`config.mk`:
```
export PLATFORM = sky130hd
export DESIGN_NAME = mult_hilo_ctrl_flat
export DESIGN_NICKNAME = d
export VERILOG_FILES = /design/src/rtl/muldiv_pkg.sv /design/src/rtl/mult_hilo_ctrl_if.sv /design/src/rtl/mult_hilo_ctrl_hilo_regs.sv /design/src/rtl/mult_hilo_ctrl.sv /design/src/flat_wrapper.sv
export SDC_FILE = /design/constraint.sdc
export NUM_CORES = 1
export LEC_CHECK = 0
export BUFFER_PORTS_ARGS = -buffer_cell sky130_fd_sc_hd__buf_2
export CORE_MARGIN = 4
export CORE_UTILIZATION = 45
export CTS_CLUSTER_SIZE = 8
export DETAILED_ROUTE_END_ITERATION = 6
export HOLD_SLACK_MARGIN = 0.02
export PLACE_DENSITY = 0.77
export SKIP_LAST_GASP = 1
export SYNTH_ARGS = -nofsm -noshare
export SYNTH_HDL_FRONTEND = slang
export SYNTH_SLANG_ARGS = --single-unit
```
`constraint.sdc`:
```
create_clock -name clk -period 2.5 [get_ports clk]
set_clock_uncertainty 0.1 [all_clocks]
set_input_delay 0.5 -clock clk [delete_from_list [all_inputs] [get_ports clk]]
set_output_delay 0.5 -clock clk [all_outputs]
set_load 0.02 [all_outputs]
```
`src/rtl/muldiv_pkg.sv`:
```
// rtl/muldiv_pkg.sv - shared multiply/divide sequencer constants and state encoding
package muldiv_pkg;

    localparam int W           = 32;
    localparam int MULT_CYCLES = 32;

    localparam logic [1:0] ST_IDLE = 2'd0;
    localparam logic [1:0] ST_LOAD = 2'd1;
    localparam logic [1:0] ST_RUN  = 2'd2;
    localparam logic [1:0] ST_CAPT = 2'd3;

    typedef enum logic [1:0] {
        IDLE = ST_IDLE,
        LOAD = ST_LOAD,
        RUN  = ST_RUN,
        CAPT = ST_CAPT
    } muldiv_state_e;

endpackage

```
`src/rtl/mult_hilo_ctrl_if.sv`:
```
// rtl/mult_hilo_ctrl_if.sv - control-side and multiplier-side signals of the HI/LO sequencer
interface mult_hilo_ctrl_if #(parameter int W = muldiv_pkg::W);
    import muldiv_pkg::*;

    logic         start;
    logic [W-1:0] op_a;
    logic [W-1:0] op_b;
    logic         mthi;
    logic         mtlo;
    logic [W-1:0] wdata;
    logic [W-1:0] mult_hi;
    logic [W-1:0] mult_lo;
    logic [W-1:0] mult_a;
    logic [W-1:0] mult_b;
    logic         mult_load;
    logic [W-1:0] hi;
    logic [W-1:0] lo;
    logic         busy;
    logic         done;
    logic         err;

    modport master (
        output start, op_a, op_b, mthi, mtlo, wdata, mult_hi, mult_lo,
        input  mult_a, mult_b, mult_load, hi, lo, busy, done, err
    );

    modport slave (
        input  start, op_a, op_b, mthi, mtlo, wdata, mult_hi, mult_lo,
        output mult_a, mult_b, mult_load, hi, lo, busy, done, err
    );

endinterface

```
`src/rtl/mult_hilo_ctrl_hilo_regs.sv`:
```
// rtl/mult_hilo_ctrl_hilo_regs.sv - architectural HI/LO pair, loaded from the product or a move
module hilo_regs
    import muldiv_pkg::*;
#(
    parameter int WIDTH = muldiv_pkg::W
) (
    input  logic             clk,
    input  logic             reset,
    input  logic             hi_we,
    input  logic             lo_we,
    input  logic             sel_capt,
    input  logic [WIDTH-1:0] mult_hi,
    input  logic [WIDTH-1:0] mult_lo,
    input  logic [WIDTH-1:0] wdata,
    output logic [WIDTH-1:0] hi,
    output logic [WIDTH-1:0] lo
);

    always_ff @(posedge clk) begin
        if (reset) begin
            hi <= '0;
            lo <= '0;
        end else begin
            if (hi_we) hi <= sel_capt ? mult_hi : wdata;
            if (lo_we) lo <= sel_capt ? mult_lo : wdata;
        end
    end

endmodule

```
`src/rtl/mult_hilo_ctrl.sv`:
```
// rtl/mult_hilo_ctrl.sv - MULT sequencer: operand latch, load strobe, iteration count, HI/LO capture
module mult_hilo_ctrl #(
    parameter int W           = muldiv_pkg::W,
    parameter int MULT_CYCLES = muldiv_pkg::MULT_CYCLES
) (
    input logic             clk,
    input logic             reset,
    mult_hilo_ctrl_if.slave bus
);
    import muldiv_pkg::*;

    localparam int CNT_W = $clog2(MULT_CYCLES + 1);
    localparam logic [CNT_W-1:0] LAST_CNT = CNT_W'(MULT_CYCLES - 1);

    muldiv_state_e    state, state_d;
    logic [CNT_W-1:0] count, count_d;
    logic [W-1:0]     mult_a_q, mult_b_q;
    logic             done_q, err_q;
    logic             accept;
    logic             busy;
    logic             capt;
    logic             move_ok;

    assign busy    = (state != IDLE);
    assign capt    = (state == CAPT);
    // A start in IDLE takes priority; a move issued alongside it is dropped silently.
    assign move_ok = (state == IDLE) && !bus.start;

    always_ff @(posedge clk) begin
        if (reset) begin
            state    <= IDLE;
            count    <= '0;
            mult_a_q <= '0;
            mult_b_q <= '0;
            done_q   <= 1'b0;
            err_q    <= 1'b0;
        end else begin
            state  <= state_d;
            count  <= count_d;
            done_q <= capt;
            err_q  <= busy && (bus.start || bus.mthi || bus.mtlo);
            if (accept) begin
                mult_a_q <= bus.op_a;
                mult_b_q <= bus.op_b;
            end
        end
    end

    always_comb begin
        state_d = state;
        count_d = count;
        accept  = 1'b0;
        case (state)
            IDLE: begin
                if (bus.start) begin
                    accept  = 1'b1;
                    state_d = LOAD;
                end
            end
            LOAD: begin
                count_d = '0;
                state_d = RUN;
            end
            RUN: begin
                count_d = count + 1'b1;
                if (count == LAST_CNT) state_d = CAPT;
            end
            CAPT: begin
                state_d = IDLE;
            end
            default: begin
                state_d = IDLE;
            end
        endcase
    end

    assign bus.mult_a    = mult_a_q;
    assign bus.mult_b    = mult_b_q;
    assign bus.mult_load = (state == LOAD);
    assign bus.busy      = busy;
    assign bus.done      = done_q;
    assign bus.err       = err_q;

    hilo_regs #(.WIDTH(W)) u_hilo_regs (
        .clk      (clk),
        .reset    (reset),
        .hi_we    (capt || (move_ok && bus.mthi)),
        .lo_we    (capt || (move_ok && bus.mtlo)),
        .sel_capt (capt),
        .mult_hi  (bus.mult_hi),
        .mult_lo  (bus.mult_lo),
        .wdata    (bus.wdata),
        .hi       (bus.hi),
        .lo       (bus.lo)
    );

endmodule

```
`src/flat_wrapper.sv`:
```
// flat-port wrapper written by rule: the top's interface ports become plain ports
module mult_hilo_ctrl_flat import muldiv_pkg::*;
#(
    parameter int W           = muldiv_pkg::W,
    parameter int MULT_CYCLES = muldiv_pkg::MULT_CYCLES
)
  (clk, reset, bus_start, bus_op_a, bus_op_b, bus_mthi, bus_mtlo, bus_wdata, bus_mult_hi, bus_mult_lo, bus_mult_a, bus_mult_b, bus_mult_load, bus_hi, bus_lo, bus_busy, bus_done, bus_err);
  mult_hilo_ctrl_if #(.W(W)) bus_i ();
  input logic clk;
  input logic reset;
  input wire logic [$bits(bus_i.start)-1:0] bus_start;
  input wire logic [$bits(bus_i.op_a)-1:0] bus_op_a;
  input wire logic [$bits(bus_i.op_b)-1:0] bus_op_b;
  input wire logic [$bits(bus_i.mthi)-1:0] bus_mthi;
  input wire logic [$bits(bus_i.mtlo)-1:0] bus_mtlo;
  input wire logic [$bits(bus_i.wdata)-1:0] bus_wdata;
  input wire logic [$bits(bus_i.mult_hi)-1:0] bus_mult_hi;
  input wire logic [$bits(bus_i.mult_lo)-1:0] bus_mult_lo;
  output wire logic [$bits(bus_i.mult_a)-1:0] bus_mult_a;
  output wire logic [$bits(bus_i.mult_b)-1:0] bus_mult_b;
  output wire logic [$bits(bus_i.mult_load)-1:0] bus_mult_load;
  output wire logic [$bits(bus_i.hi)-1:0] bus_hi;
  output wire logic [$bits(bus_i.lo)-1:0] bus_lo;
  output wire logic [$bits(bus_i.busy)-1:0] bus_busy;
  output wire logic [$bits(bus_i.done)-1:0] bus_done;
  output wire logic [$bits(bus_i.err)-1:0] bus_err;
  assign bus_i.start = bus_start;
  assign bus_i.op_a = bus_op_a;
  assign bus_i.op_b = bus_op_b;
  assign bus_i.mthi = bus_mthi;
  assign bus_i.mtlo = bus_mtlo;
  assign bus_i.wdata = bus_wdata;
  assign bus_i.mult_hi = bus_mult_hi;
  assign bus_i.mult_lo = bus_mult_lo;
  assign bus_mult_a = bus_i.mult_a;
  assign bus_mult_b = bus_i.mult_b;
  assign bus_mult_load = bus_i.mult_load;
  assign bus_hi = bus_i.hi;
  assign bus_lo = bus_i.lo;
  assign bus_busy = bus_i.busy;
  assign bus_done = bus_i.done;
  assign bus_err = bus_i.err;
  mult_hilo_ctrl #(.W(W), .MULT_CYCLES(MULT_CYCLES)) u_core (.clk(clk), .reset(reset), .bus(bus_i));
endmodule
```
==> tab_implementation.tex <==
\begin{tabular}{lr}
\hline
Metric & Value \\
\hline
\multicolumn{2}{l}{\textbf{Cells and area}} \\
Design Area, Final & 0.00785 mm² \\
Most frequent cells in the layout & sky130\_fd\_sc\_hd\_\_buf\_2 (295), sky130\_fd\_sc\_hd\_\_dfxtp\_1 (138), sky130\_fd\_sc\_hd\_\_nand2\_1 (130), sky130\_fd\_sc\_hd\_\_a21oi\_1 (69), sky130\_fd\_sc\_hd\_\_nor2\_1 (68) \\
Most common cell after layout, fill and taps aside & sky130\_fd\_sc\_hd\_\_buf\_2 \\
Layout cells sized above 1 & 41.3\% \\
Post-layout net count & 1070 \\
Synthesis-to-finish area growth & 39.7\% \\
\multicolumn{2}{l}{\textbf{Yosys}} \\
Yosys reg bits & 138 \\
Number of standard cells after synthesis & 621 \\
Sequential cell area fraction in the yosys report & 49.2\% \\
Avg Inst Size Synth & 9.04 µm² \\
Yosys warning count & 0 \\
Number of enable-type register cells in the synthesized netlist & 0 \\
Cell area after synthesis & 0.00562 mm² \\
Cell variety after synth & 30 \\
Post-synthesis net count & 792 \\
Cell type with the largest total area after synthesis & sky130\_fd\_sc\_hd\_\_dfxtp\_1 \\
Largest cells by area after synthesis & sky130\_fd\_sc\_hd\_\_dfxtp\_1 (49\%), sky130\_fd\_sc\_hd\_\_mux2i\_1 (11\%), sky130\_fd\_sc\_hd\_\_nand2\_1 (8.8\%), sky130\_fd\_sc\_hd\_\_mux2\_2 (6.4\%), sky130\_fd\_sc\_hd\_\_a21oi\_1 (6.1\%) \\
Share of the synthesized area in the top cell type & 49.2\% \\
Share of synthesized registers carrying an async set or reset & 0\% \\
Dominant synthesized flop cell & sky130\_fd\_sc\_hd\_\_dfxtp\_1 \\
\multicolumn{2}{l}{\textbf{GRT}} \\
Maximum number of pins on one net before global-route repair & 65 \\
Leftover overflow at the end of global routing & 0 \\
Overall fraction of global-route tracks in use & 22.4\% \\
Via count of the first global-routing pass & 5115 \\
First-pass GRT wire length & 25.8 mm \\
Antenna violations before repair & 1 \\
\multicolumn{2}{l}{\textbf{Critical path}} \\
Critical-path cell list & inv\_1 > ha\_1 > inv\_1 > buf\_2 \\
CP max stage cell & sky130\_fd\_sc\_hd\_\_dfxtp\_1 \\
Cell with the most instances on the worst path & sky130\_fd\_sc\_hd\_\_inv\_1 \\
Arrival time reported for the critical path endpoint & 1.47 ns \\
CP peak stage delay & 0.42 ns \\
Critical Path Fanout Max & 6 \\
Worst setup path startpoint & u\_core.state[0] \\
Reg-to-reg critical path startpoint & u\_core.state[0] \\
Launching element type of the critical path & register \\
Data required time at the worst endpoint & 1.90 ns \\
Crit. End Element & output pin \\
Category of the most critical setup path & register to output pin \\
\multicolumn{2}{l}{\textbf{STA}} \\
RSZ-0062 raised after global routing & false \\
Worst hold slack & 0.227 ns \\
Endpoints failing hold & 0 \\
Min setup slack post-route & 0.430 ns \\
Pins over their slew limit & 0 \\
Fmax achieved & 483 MHz \\
Slew at the pin closest to its max-slew limit & 0.649 ns \\
Number of endpoints failing setup at the final stage & 0 \\
Relative slew slack & 56.7\% \\
Post-route setup TNS & 0 ns \\
Final clock period utilization by the worst path & 82.8\% \\
Minimum period implied by the final worst setup slack & 2.07 ns \\
\multicolumn{2}{l}{\textbf{Worst hold path}} \\
Path class of the lowest-slack min-delay path & primary input to register \\
Startpoint of the most critical hold path & bus\_op\_b[0] \\
\multicolumn{2}{l}{\textbf{Job}} \\
Maximum capacitance violations & 0 \\
\multicolumn{2}{l}{\textbf{CTS}} \\
Clock-pin slew on the worst setup and hold paths & 0.06 ns \\
Master cell of the clock root buffer & sky130\_fd\_sc\_hd\_\_clkbuf\_16 \\
Clock buffer count from CTS & 17 \\
Number of buffers inserted to repair setup after CTS & 0 \\
Clock insertion delay at the later pin of the skew report & 0.41 ns \\
TritonCTS Sinks & 138 \\
Maximum buffer depth of the clock tree & 2 \\
Number of hold buffers added after cts & 0 \\
Number of H-tree levels & 4 \\
CTS tree & done \\
Post-cts gate resize count & 0 \\
\multicolumn{2}{l}{\textbf{Power and ir drop}} \\
Final total power & 8.58 mW \\
Lkg Pwr & 3.62 nW \\
VDD IR-drop max & 0.561 mV \\
Total power density per cell area & 1090 mW/mm² \\
\multicolumn{2}{l}{\textbf{Placement}} \\
DPL Wire Length & 12.4 mm \\
Port bufs & 296 \\
Worst slack at placement & 0.523 ns \\
Area of placed instances & 0.00723 mm² \\
RePlAce Congestion & 0.787 \\
\multicolumn{2}{l}{\textbf{Routing}} \\
Antenna-violating nets left & 0 \\
Iteration count of the initial detailed-routing pass & 4 \\
Routed length per placed instance & 15.2 µm \\
Post-route DRC violation count & 0 \\
Average via count per standard cell & 4.90 \\
Routed WL & 16.4 mm \\
DR iter-0 viols & 287 \\
DR vias & 5300 \\
\multicolumn{2}{l}{\textbf{Outcome}} \\
Result of the run & completed \\
\multicolumn{2}{l}{\textbf{Die}} \\
Number of rows in the core area & 40 \\
Boundary pin count & 297 \\
Die Height & 120 µm \\
Overall die width & 120 µm \\
Total Die Area & 0.0143 mm² \\
Std-Cell Core Area & 0.0121 mm² \\
Effective utilization at floorplan & 46.4\% \\
\hline
\end{tabular}
[state kept, by name, summed over array words and instances, names as in the netlist]
signal and flops:
u_core.bus.mult_a 32, u_core.bus.mult_b 32, u_core.u_hilo_regs.hi 32, u_core.u_hilo_regs.lo 32
u_core.count 6, u_core.state 2, u_core.bus.done 1, u_core.bus.err 1
[power by group]
group	internal (mW)	switching [mW]	leakage, nW	total (mW)
Clock	1.60	0.949	0.293	2.55
Combinational	1.18	1.93	2.20	3.10
Sequential	2.69	0.239	1.13	2.93
[per-stage QoR]
step | utilization (%) | cells
2_1_floorplan | - | 621
3_3_place_gp | 59.7 | 1048
3_5_place_dp | 59.7 | 1048
4_1_cts | 64.8 | 1080
5_1_grt | 64.8 | 1081
6_report | 64.8 | 1081
[cell usage after synthesis, types with 2 or more instances]
master / instances
sky130_fd_sc_hd__or3_1: 3
sky130_fd_sc_hd__inv_1: 4
sky130_fd_sc_hd__nand2_1: 131
sky130_fd_sc_hd__clkbuf_1: 23
sky130_fd_sc_hd__dfxtp_1: 138
sky130_fd_sc_hd__nand3_1: 4
sky130_fd_sc_hd__mux2i_1: 64
sky130_fd_sc_hd__o21ai_0: 3
sky130_fd_sc_hd__buf_4: 6
sky130_fd_sc_hd__nand2b_1: 3
sky130_fd_sc_hd__buf_2: 16
sky130_fd_sc_hd__nor3_1: 5
sky130_fd_sc_hd__mux2_2: 32
sky130_fd_sc_hd__ha_1: 6
sky130_fd_sc_hd__nor2_1: 68
sky130_fd_sc_hd__a21oi_1: 69
sky130_fd_sc_hd__buf_6: 2
sky130_fd_sc_hd__a211oi_1: 32
[area by class of cell]
cell class,count,area (µm²)
clock buffers,18,439
flip-flops and latches,138,2760
multi-input cells,432,2620
clock inverters,14,171
fillers,1072,4270
diodes,1,2.50
inverters,4,15.0
well taps,168,210
repair buffers,306,1620
[worst max-delay path, delay by kind of cell (launching register included)]
kind | cells | cell delay (ns)
buffers and inverters | 3 | 0.36
flip-flops | 1 | 0.42
adder cells (fa/ha/maj) | 1 | 0.29
[final timing paths]
kind                              end  slack, ns  cells after the start
max                          bus_busy       0.43                      4
max reg2reg  u_core.u_hilo_regs.lo[0]       0.52                      7
min reg2reg      u_core.bus.mult_a[3]       0.35                      2
min              u_core.bus.mult_b[0]       0.23                      3
[cells by family (layout without fill, tap and decap cells)]
| group | Yosys count | after routing | share of synthesized area (%) |
|---|---|---|---|
| buf+inv | 51 | 342 | 4.43 |
| flops | 138 | 138 | 49.2 |
| compound gates | 108 | 108 | 11.2 |
| fa+ha+maj | 6 | 6 | 1.34 |
| mux | 96 | 96 | 17.8 |
| simple gates | 222 | 222 | 16.0 |
| other cells | 0 | 1 | 0 |
[metal layers]
layer / vias to the layer above / global-route usage, % / routed length (µm)
met5: - / 0 / 0
met4: 0 / 8.66 / 340
met3: 23 / 7.73 / 1460
met2: 219 / 38.9 / 8150
met1: 2396 / 25.2 / 6490
li1: 2662 / - / -
Power figures use the tool's default switching activity.
